==> src/rtl/dcache_refill_unit.sv <==
// dcache_refill_unit: data-cache miss handler; bursts one block from memory and writes it to the array.
// Optional DCACHE_REFILL_CRITICAL_FIRST_EN: request the missed double word first and fill slots in wrapping order.
module dcache_refill_unit #(
    parameter int double_word_offset_width = 3,
    parameter int line_width = 6,
    localparam int block_size = 1 << double_word_offset_width,
    localparam int tag_width = 32 - double_word_offset_width - 3 - line_width
) (
    input  logic                        clock,
    input  logic                        reset,
    input  logic                        miss_valid,
    output logic                        miss_ready,
    input  logic [31:0]                 miss_address,
    output logic                        mem_req_valid,
    input  logic                        mem_req_ready,
    output logic [31:0]                 mem_req_address,
    input  logic                        mem_resp_valid,
    output logic                        mem_resp_ready,
    input  logic [63:0]                 mem_resp_data,
    output logic                        write_in,
    output logic [line_width-1:0]       write_line_index,
    output logic [64*block_size-1:0]    write_block,
    output logic [tag_width-1:0]        write_tag,
    output logic [block_size-1:0]       write_mask,
    output logic                        refill_done,
    output logic                        busy
);
    typedef enum logic [2:0] {IDLE, REQ, FILL, WRITE, DONE} state_t;
    localparam int lo = double_word_offset_width + 3;
    localparam logic [double_word_offset_width:0] cnt_one = 1;
    localparam logic [double_word_offset_width:0] cnt_last = block_size - 1;
    state_t r_state, w_next;
    logic [double_word_offset_width:0] r_cnt;
    logic [31:0] r_addr;
    logic [64*block_size-1:0] r_buf;
    logic [double_word_offset_width-1:0] w_start, w_slot;
    logic w_beat;
`ifdef DCACHE_REFILL_CRITICAL_FIRST_EN
    assign mem_req_address = r_addr & ~32'd7;
    assign w_start = r_addr[lo-1:3];
`else
    assign mem_req_address = r_addr & ~((32'd1 << lo) - 32'd1);
    assign w_start = '0;
`endif
    // Slot index wraps modulo block_size by truncation.
    assign w_slot = w_start + r_cnt[double_word_offset_width-1:0];
    assign w_beat = (r_state == FILL) && mem_resp_valid;
    always_ff @(posedge clock or posedge reset) begin
        if (reset) begin
            r_state <= IDLE;
            r_cnt <= '0;
            r_addr <= '0;
            r_buf <= '0;
        end else begin
            r_state <= w_next;
            if (r_state == IDLE && miss_valid) r_addr <= miss_address;
            if (r_state == REQ) r_cnt <= '0;
            if (w_beat) begin
                r_buf[{w_slot, 6'b0} +: 64] <= mem_resp_data;
                r_cnt <= r_cnt + cnt_one;
            end
        end
    end
    always_comb begin
        w_next = r_state;
        case (r_state)
            IDLE:    w_next = miss_valid ? REQ : IDLE;
            REQ:     w_next = mem_req_ready ? FILL : REQ;
            FILL:    w_next = (w_beat && r_cnt == cnt_last) ? WRITE : FILL;
            WRITE:   w_next = DONE;
            default: w_next = IDLE;
        endcase
    end
    assign miss_ready = r_state == IDLE;
    assign mem_req_valid = r_state == REQ;
    assign mem_resp_ready = r_state == FILL;
    assign write_in = r_state == WRITE;
    assign write_mask = {block_size{write_in}};
    assign write_line_index = r_addr[lo+line_width-1:lo];
    assign write_tag = r_addr[31:lo+line_width];
    assign write_block = r_buf;
    assign refill_done = r_state == DONE;
    assign busy = r_state != IDLE;
endmodule

==> config.mk <==
export PLATFORM = sky130hd
export DESIGN_NAME = dcache_refill_unit
export DESIGN_NICKNAME = d
export VERILOG_FILES = /design/src/rtl/dcache_refill_unit.sv
export SDC_FILE = /design/constraint.sdc
export NUM_CORES = 1
export LEC_CHECK = 0
export CAP_MARGIN = 30
export CORE_AREA = 2 2 263 265
export CTS_CLUSTER_SIZE = 25
export DETAILED_ROUTE_END_ITERATION = 10
export DIE_AREA = 0 0 265 267
export PLACE_DENSITY = 0.64
export SYNTH_ARGS = -nofsm -noshare
export SYNTH_HDL_FRONTEND = slang
export SYNTH_SLANG_ARGS = --single-unit
==> constraint.sdc <==
create_clock -name clock -period 18.24 [get_ports clock]
set_clock_uncertainty 0.1 [all_clocks]
set_input_delay 3.648 -clock clock [delete_from_list [all_inputs] [get_ports clock]]
set_output_delay 3.648 -clock clock [all_outputs]
set_load 0.03 [all_outputs]
# After elaboration in Yosys (flattened, before gate mapping)
# Cells that the tools add are included.
# Widths: inputs -> output; s select.
[classes] add_sub_neg=2 multipliers=0 n_div=0 magnitude_cmp=0 eq_ne=5 n_shift=2 mux=7 n_bitwise=0 n_reduce_logical=6
[op_table] cell="$bwmux 512" count=1
[op_table] cell="$shift 64x11->512 const A" count=1
[op_table] cell="$shiftx 64x11->512" count=1
[op_table] cell="$pmux 3 s4" count=1
[op_table] cell="$neg 9->11" count=1
[op_table] cell="$mux 4" count=2
[op_table] cell="$eq 3x2->1 const B" count=2
[op_table] cell="$add 4x1->4 const B" count=1
[op_table] cell="$eq 4x3->1 const B" count=1
[op_table] cell="$eq 3x1->1 const B" count=1
[op_table] cell="$eq 3x3->1 const B" count=1
[op_table] cell="$logic_and 1x1->1" count=3
[op_table] cell="$logic_not 3->1" count=1
[op_table] cell="$reduce_bool 3->1" count=1
[op_table] cell="$mux 1" count=2
[op_table] cell="$mux 2" count=1
[op_table] cell="$reduce_bool 2->1" count=1
[totals] ff_bits=551 latch_bits=0 mem_bits_rw=0 romBits=0 inputBits=101 output_inout_bits=584 word_cells=26 memories=0

# Longest topological paths before layout
[depth] depth_word=5 depth_mapped=11 mapped_depth_nobuf=7

# Worst setup path after synthesis
# OpenSTA, ideal clock, no wires.
[synth_timing] path_kind="reg-to-output" start="reg r_state[0]" end="out busy" arrival_ns=1.569 required_ns=14.492 setup_slack_ns=12.923 stages_incl_launch_ff=3 path_buffers=0 cell_sequence="dfrtp_1 -> nor3_1 -> inv_1"
[synth_via] elab_chain_len=1
[synth_rtl] element="from (decl)" line_no="32" text="state_t r_state, w_next;"
[synth_rtl] element="from (signal assigned)" line_no="55" text="r_state <= w_next;"
[synth_rtl] element="$reduce_bool 3->1" line_no="83" text="assign busy = r_state != IDLE;"
[synth_rtl] element="to (decl)" line_no="26" text="output logic busy"
# Every way passes these cells.

==> metrics <==
status completed; drt wl/cell 22.3 um; final hold viol count 0; cell area power density 137 nW/um^2; # rows 96; GR Layer Usage met2 31.6%; 1st-iter DRT viols 701; Die Ht 267 um; Clock Latency Late Sink 0.60 ns; # hold bufs at CTS 0; vias 14300; hold path depth 2; gr usage total 18.4%; Area growth syn-to-layout 44.7%; Max-cap violations 0; CP most frequent cell buf_4; IO Count 685; setup violators final 0; crit start category input pin; Avg Cell Area, Syn 14.6 sq um; min Tclk post-route 6.44 ns; Vias/cell 4.73; most frequent cells in the layout 672 x clkdlybuf4s50_1, 545 x dfrtp_1, 350 x mux2_2; die extent in x 265 um; CP peak stage delay 0.75 ns; leakage power 14.2 nW; proportion of layout cells with a drive suffix above 1 25.3%; M3 GR Usage 4.23%; post-detail-place hpwl 46700 um; synthesized area 21100 sq um; R2R Path End write_block[329]; drc violations 0; Netlist cell types 43; register bit total from synthesis 545; Yosys top cell by area dfrtp_1; commonest non-fill, non-tap cell in the layout clkdlybuf4s50_1; final setup TNS 0 ns; Antenna Violating Nets Remaining 0; post-synthesis instance total 1443; post_cts resized 0; critical path type in2async; CTS Root Cell clkbuf_16; HP Start write_block[501]; CP Max Fanout 70; worst-margin pin slew 0.908 ns; Worst slew margin 39.3%; 1st-pass router iterations 5; first-pass GRT wire length 98700 um; post-CTS setup buffer count 0; RSZ-0062 raised after global routing no; Hold WC Path Type reg2reg; Req. time, crit path 18.76 ns; Worst VDD drop 0.0000774 V; Most Crowded Layer GR met2; Placeable Area 68000 sq um; Slew Viols, Final 0; CTS tree yes; Max Clk Rate 0.155 GHz; initial core utilization 31.0%; R2R setup slack 14.50 ns; largest net degree at the start of global routing 79; CTS Buffer Depth 3; CTS buffer count 60; reg2reg path depth 7; total clock sinks 545; worst hold slack 0.368 ns; yosys warns 0; H-tree level count 2; worst r2r src r_cnt[0]; total gr overflow 0; sequential area share after synthesis 64.7%; Worst setup EP type async pin; final worst path period share 35.3%; die area 70800 sq um; initial antenna violation count 1; synth top area cells dfrtp_1 65%, mux2_2 19%, mux2_4 4.3%, nand2_1 3.8%, o31ai_1 1.5%; Worst-path clk slew 0.06 ns; Critical Path AT 6.96 ns; critical-path cell with the highest stage delay buf_4; vias in the first global route 15000; crit-path cells clkdlybuf4s50_1 > clkinvlp_4 > buf_4 > buf_16 > buf_4 > buf_4; PortBufs 672; area share of the largest cell type after synthesis 64.7%; grt met1 use 22.5%; Routability Congestion 0.787; routed wire length 67200 um; final-stage net count 2196; Hold Crit Endpoint write_block[501]
## layout make-up
cell class	instances	area, sq um
clock inverters	11	201
diodes	3	7.51
flip-flops and latches	545	13600
multi-input cells	777	6710
well taps	882	1100
repair buffers	701	7040
inverters	6	26.3
fillers	6026	37500
clock buffers	90	1790
## registers in the layout (all words and copies together) (netlist names)
register     flops
r_addr          26
r_cnt            4
r_state          3
write_block    512
## through the flow
| step | power (mW) | utilization, % | instance area [sq um] | cells | setup WS, ns |
|---|---|---|---|---|---|
| 2_1_floorplan | 2.38 | - | 21100 | 1448 | 7.08 |
| 3_3_place_gp | 2.95 | 41.7 | 28400 | 2906 | 10.75 |
| 3_5_place_dp | 3.00 | 41.8 | 28400 | 2908 | 10.60 |
| 4_1_cts | 4.24 | 44.8 | 30400 | 3009 | 11.26 |
| 5_1_grt | 4.36 | 44.9 | 30500 | 3013 | 11.31 |
| 6_report | 4.19 | 44.9 | 30500 | 3015 | 11.80 |
## power breakdown
part / switching, mW / internal, mW / total, mW
clock network: 0.481 / 0.742 / 1.22
registers: 0.122 / 1.41 / 1.53
logic: 0.846 / 0.592 / 1.44
total: 1.45 / 2.74 / 4.19
## cell families (layout without fill, tap and decap cells)
group / after synthesis / in the layout / synth area share (%)
buffers and inverters: 126 / 808 / 3.72
other: 1 / 9 / 0.0178
AO/OA/AOI/OAI: 82 / 82 / 2.49
AND/OR/NAND/NOR: 264 / 264 / 5.33
XOR/XNOR: 1 / 1 / 0.0415
multiplexers: 420 / 420 / 23.5
flip-flops: 545 / 545 / 64.7
adder cells (fa/ha/maj): 4 / 4 / 0.237
## cell usage after synthesis, drive strengths merged
cell / n
dfrtp: 545
mux2: 420
nand2: 216
buf: 83
o31ai: 42
clkbuf: 37
o21ai: 36
nand3: 20
inv: 6
nor2: 6
ha: 4
nor3b: 3
and3b: 2
nand2b: 2
nand4b: 2
nor3: 2
or3: 2
a21o: 1
a21oi: 1
a22o: 1
and2: 1
conb: 1
nand3b: 1
nand4: 1
nand4bb: 1
nor2b: 1
nor4: 1
nor4bb: 1
o211ai: 1
or2: 1
or4: 1
xor2: 1
## layer usage
layer	routed length, um	up-vias	part of all wire, %
li1	-	6237	-
met1	26800	7401	40
met2	33600	506	50
met3	4170	121	6.2
met4	2530	0	3.8
met5	0	-	0
## worst max path at each step
stage | start | end | slack, ns | cells after the start
6_report | reset | write_block[207] | 11.80 | 6
3_5_place_dp | reset | write_block[80] | 10.60 | 5
4_1_cts | reset | write_block[402] | 11.26 | 5
5_1_grt | reset | write_block[271] | 11.31 | 6
2_1_floorplan | reset | r_addr[10] | 7.08 | 1
3_3_place_gp | reset | write_block[208] | 10.75 | 5
## worst max-delay path: cells and delay by family
kind	cells	cell delay [ns]
buffers and inverters	6	3.14
Note: power is estimated with default switching activity, not from simulation.
